==> src/rtl/ifm_feeder.sv <==
// Source-side streamer for the IFM shift buffer: walks the feature map row-major out of a
// 1-cycle-latency SRAM and strobes each pixel into the shift buffer, flagging row-local windows.
module ifm_feeder #(
    parameter int DATA_W = 8,
    parameter int IMG_W  = 8,
    parameter int IMG_H  = 8,
    parameter int TAPS   = 4,
    parameter int ADDR_W = 6
) (
    input  logic              clk,
    input  logic              rst_n,
    input  logic              start,
    input  logic              stall,
    output logic              mem_rd_en,
    output logic [ADDR_W-1:0] mem_addr,
    input  logic [DATA_W-1:0] mem_rdata,
    output logic [DATA_W-1:0] ifm_input,
    output logic              ifm_read,
    output logic              win_valid,
    output logic              busy,
    output logic              done
);

    localparam int CW = (IMG_W > 1) ? $clog2(IMG_W) : 1;
    localparam int RW = (IMG_H > 1) ? $clog2(IMG_H) : 1;
    localparam logic [ADDR_W-1:0] LAST_ADDR = ADDR_W'(IMG_W * IMG_H - 1);
    localparam logic [CW-1:0]     LAST_COL  = CW'(IMG_W - 1);

    typedef enum logic [1:0] {
        IDLE  = 2'd0,
        RUN   = 2'd1,
        DRAIN = 2'd2,
        DONE  = 2'd3
    } state_t;

    state_t            state_r;
    state_t            state_s;
    logic              issue_s;
    logic [CW-1:0]     col_r;
    logic [RW-1:0]     row_r;
    logic [ADDR_W-1:0] addr_r;
    logic [CW-1:0]     col_d_r;
    logic              ifm_read_r;
    logic              win_valid_r;

    // A read is issued every unstalled RUN cycle; stall gates only new issues.
    assign issue_s = (state_r == RUN) && !stall;

    // FSM state register
    always_ff @(posedge clk or negedge rst_n) begin
        if (!rst_n) begin
            state_r <= IDLE;
        end else begin
            state_r <= state_s;
        end
    end

    // Next-state logic
    always_comb begin
        state_s = state_r;
        case (state_r)
            IDLE: begin
                if (start) begin
                    state_s = RUN;
                end else begin
                    state_s = IDLE;
                end
            end
            RUN: begin
                if (issue_s && (addr_r == LAST_ADDR)) begin
                    state_s = DRAIN;
                end else begin
                    state_s = RUN;
                end
            end
            DRAIN:   state_s = DONE;
            DONE:    state_s = IDLE;
            default: state_s = IDLE;
        endcase
    end

    // Row/column/address counters; they return to 0 after the last pixel is issued.
    always_ff @(posedge clk or negedge rst_n) begin
        if (!rst_n) begin
            col_r  <= '0;
            row_r  <= '0;
            addr_r <= '0;
        end else if (issue_s) begin
            if (addr_r == LAST_ADDR) begin
                col_r  <= '0;
                row_r  <= '0;
                addr_r <= '0;
            end else if (col_r == LAST_COL) begin
                col_r  <= '0;
                row_r  <= row_r + RW'(1);
                addr_r <= addr_r + ADDR_W'(1);
            end else begin
                col_r  <= col_r + CW'(1);
                addr_r <= addr_r + ADDR_W'(1);
            end
        end else begin
            col_r  <= col_r;
            row_r  <= row_r;
            addr_r <= addr_r;
        end
    end

    // Strobe and column travel one stage behind the read, matching SRAM latency.
    always_ff @(posedge clk or negedge rst_n) begin
        if (!rst_n) begin
            ifm_read_r <= 1'b0;
            col_d_r    <= '0;
        end else begin
            ifm_read_r <= issue_s;
            if (issue_s) begin
                col_d_r <= col_r;
            end else begin
                col_d_r <= col_d_r;
            end
        end
    end

    // Window flag lines up with the shift buffer after it has captured the strobed pixel.
    always_ff @(posedge clk or negedge rst_n) begin
        if (!rst_n) begin
            win_valid_r <= 1'b0;
        end else begin
            win_valid_r <= ifm_read_r && (int'(col_d_r) >= TAPS - 1);
        end
    end

    assign mem_rd_en = issue_s;
    assign mem_addr  = addr_r;
    assign ifm_input = mem_rdata;
    assign ifm_read  = ifm_read_r;
    assign win_valid = win_valid_r;
    assign busy      = (state_r == RUN) || (state_r == DRAIN);
    assign done      = (state_r == DONE);

endmodule
==> config.mk <==
export PLATFORM = sky130hd
export DESIGN_NAME = ifm_feeder
export DESIGN_NICKNAME = d
export VERILOG_FILES = /design/src/rtl/ifm_feeder.sv
export SDC_FILE = /design/constraint.sdc
export NUM_CORES = 1
export LEC_CHECK = 0
export CORE_MARGIN = 3
export CORE_UTILIZATION = 47
export CTS_CLUSTER_SIZE = 20
export DETAILED_ROUTE_END_ITERATION = 12
export PLACE_DENSITY_LB_ADDON = 0.3
export SLEW_MARGIN = 20
export SYNTH_ARGS = -nofsm -noshare
export SYNTH_HDL_FRONTEND = slang
export SYNTH_SLANG_ARGS = --single-unit
==> constraint.sdc <==
create_clock -name clk -period 2.7 [get_ports clk]
set_input_delay 0.54 -clock clk [delete_from_list [all_inputs] [get_ports clk]]
set_output_delay 0.54 -clock clk [all_outputs]
set_load 0.03 [all_outputs]
==> summary.md <==
| Metric | Value |
|---|---|
| Clock group share of total power | 13.7% |
| GRT Total Usage | 14.0% |
| Worst-Skew Late Latency | 0.28 ns |
| Net Count, Synth | 103 |
| Run status | finished clean |
| Sequential cell fraction of total power | 38.6% |
| P_int | 0.651 mW |
| Ys Warns | 0 |
| Worst rel slew slack | 52.8% |
| Number of global-route vias before repair | 638 |
| FF+latch count, synth | 16 |
| Switching power total | 0.501 mW |
| Reg clk slew, reported paths | 0.10 ns |
| Synth Instances | 84 |
| R2R Path End | mem_addr[3] |
| Pre-antenna DRT Iters | 4 |
| WP data required | 2.16 ns |
| Gate power share | 47.7% |
| CTS HTree Levels | 1 |
| RSZ-0062 raised after global routing | false |
| Root Driver | clkbuf_4 |
| CTS tree | yes |
| Post_cts resized | 0 |
| Largest net degree at the start of global routing | 17 |
| Die width | 49.3 um |
| DIE HEIGHT | 49.3 um |
| DRC viols | 0 |
| Synth cell types | 24 |
| Avg Cell Area, Syn | 10.5 um^2 |
| Core area | 0.00175 mm^2 |
| Synth-to-Final Area Change | 15.9% |
| Fill count | 169 |
| R2R cell count | 6 |
| Inserted Diodes | 0 |
| CTS Buf Count | 3 |
| 1st-iter DRT viols | 10 |
| Cts hold-fix bufs | 0 |
| Max Fclk | 0.422 GHz |
| Hold Fails Final Rpt | 0 |
| Pins Over Slew Limit | 0 |
| Critical Path End | mem_rd_en |
| Share of post-route cells with drive strength above 1 | 14.9% |
| WS Path Type | input pin to output port |
| Setup slack, reg-to-reg | 1.19 ns |
| PnR Total Power | 1.15 mW |
| Max_cap viols | 0 |
| Clk_skew | 0.00567 ns |
| Pwr/cell area | 1130 mW/mm^2 |
| WL final | 1.51 mm |
| IO Pins | 31 |
| Antenna viol nets, final | 0 |
| CP Max Fanout | 2 |
| Setup Buffers After CTS | 0 |
| Drt via density | 5.19 |
| Register area share after synthesis | 45.5% |
| Remaining global-route overflow | 0 |
| Mapped cell area | 880 um^2 |
| Num rows | 15 |
| Vias | 618 |
| Final Critical Period | 2.37 ns |
| Tightest Pin Transition | 0.706 ns |
| Initial antenna violation count | 0 |
| Die area | 0.00243 mm^2 |
| First-pass GRT wire length | 2.68 mm |
| CP Launch Type | input pin |
| Setup tns final | 0 ns |
| Buffers on Ports | 14 |
| Worst Path Arrival | 1.83 ns |
| Net Sw Frac | 43.5% |
| Initial Util | 50.4% |
| Clock tree buffer depth | 2 |
| Setup Viol. Count Final | 0 |
| Setup crit start | stall |
| Wirelength per Cell | 12.7 um |
| Hold/Removal Path Class | register to register |
| Clock sink count | 16 |
| Crit. End Element | output port |
| GPL Wtd Cong | 0.668 |
| Crit share post-route | 87.8% |
| Fin nets | 114 |
| Lkg Pwr | 0.466 nW |
| Maximum vdd drop | 0.000578 V |
worst min path at each step:
stage | depth (start not counted) | from | end | slack, ns
after floorplan | 0 | rst_n | async pin | 0.24
after global placement | 2 | col_d_r[1] | col_d_r[1] | 0.46
after detailed placement | 2 | col_d_r[0] | col_d_r[0] | 0.47
after CTS | 2 | col_d_r[0] | col_d_r[0] | 0.50
after global routing | 2 | col_d_r[2] | col_d_r[2] | 0.53
final | 2 | col_d_r[2] | col_d_r[2] | 0.49
cells by family (layout without fill, tap and decap cells):
| group | count (synthesis) | after routing | synth area share [%] |
|---|---|---|---|
| compound gates | 13 | 13 | 13.8 |
| fa+ha+maj | 7 | 7 | 9.96 |
| simple gates | 33 | 33 | 18.1 |
| flops | 16 | 16 | 45.5 |
| buf+inv | 13 | 23 | 10.7 |
| xor+xnor | 2 | 2 | 1.99 |
metrics by stage:
stage	util, %	cell area, um^2	cells	worst slack, ns	hold slack (ns)
global placement	56.3	983	115	0.326	0.462
floorplan	-	880	84	1.20	0.244
detailed placement	56.3	983	115	0.318	0.473
CTS	58.4	1020	119	0.320	0.496
finish	58.4	1020	119	0.330	0.494
global route	58.4	1020	119	0.271	0.531
layout by cell type (no fill, tap or decap):
cell type and count:
nand2_1 24, dfrtp_1 16, clkdlybuf4s50_1 14, ha_1 7, a21oi_1 3, o21ai_1 3
clkbuf_4 3, nor2b_1 2, nor2_1 2, inv_1 2, xnor2_1 2, buf_4 2
nand2b_4 1, inv_2 1, nand3_4 1, o31ai_1 1, o31ai_2 1, nand4_1 1
o31ai_4 1, o41ai_2 1, o32ai_2 1, nand3_1 1, or3_1 1, o211ai_2 1
o21ai_0 1, clkbuf_8 1
flip-flops by register name, indices dropped and copies added, names as in the netlist, named ones only:
register   count
ifm_read       1
col_r          3
mem_addr       6
state_r        1
win_valid      1
col_d_r        3
layout make-up:
class | count | area [um^2] | area share [%]
Tap cell | 25 | 31.3 | 3.07
Timing Repair Buffer | 16 | 155 | 15.2
Multi-Input combinational cell | 55 | 385 | 37.8
Sequential cell | 16 | 400 | 39.3
Inverter | 3 | 11.3 | 1.10
Clock buffer | 4 | 36.3 | 3.56
synthesized netlist by cell type:
master | instances | area, um^2
o21ai_0 | 1 | 5.00
o31ai_2 | 1 | 12.5
buf_6 | 2 | 22.5
dfrtp_1 | 16 | 400
nand3_4 | 1 | 17.5
nand2_1 | 24 | 90.1
o211ai_2 | 1 | 12.5
o41ai_2 | 1 | 16.3
nand2b_4 | 1 | 13.8
o32ai_2 | 1 | 16.3
buf_4 | 8 | 60.1
inv_2 | 1 | 3.75
ha_1 | 7 | 87.6
a21oi_1 | 3 | 15.0
inv_1 | 2 | 7.51
o31ai_1 | 1 | 7.51
nor2_1 | 2 | 7.51
nand3_1 | 1 | 5.00
o21ai_1 | 3 | 15.0
nor2b_1 | 2 | 12.5
or3_1 | 1 | 6.26
o31ai_4 | 1 | 21.3
xnor2_1 | 2 | 17.5
nand4_1 | 1 | 6.26
metal layers:
metal,track usage (%),wire length [um],share of wire [%],vias to the layer above
li1,-,-,-,294
met1,16.8,659,44,303
met2,24.1,746,49,19
met3,3.06,95,6.3,2
met4,5.21,11,0.73,0
met5,0,0,0,-
critical path, cell delays in order:
cell,delay (ns)
clkdlybuf4s50_1,0.42
nand2b_4,0.15
inv_2,0.05
clkdlybuf4s50_1,0.66
power by group through the flow:
stage          Combinational (mW)  Clock (mW)  Sequential, mW
2_1_floorplan               0.314           0           0.527
4_1_cts                     0.556       0.160           0.447
3_5_place_dp                0.555           0           0.453
3_3_place_gp                0.537           0           0.446
6_report                    0.549       0.158           0.445
5_1_grt                     0.606       0.171           0.465
Note: power is estimated with default switching activity, not from simulation.
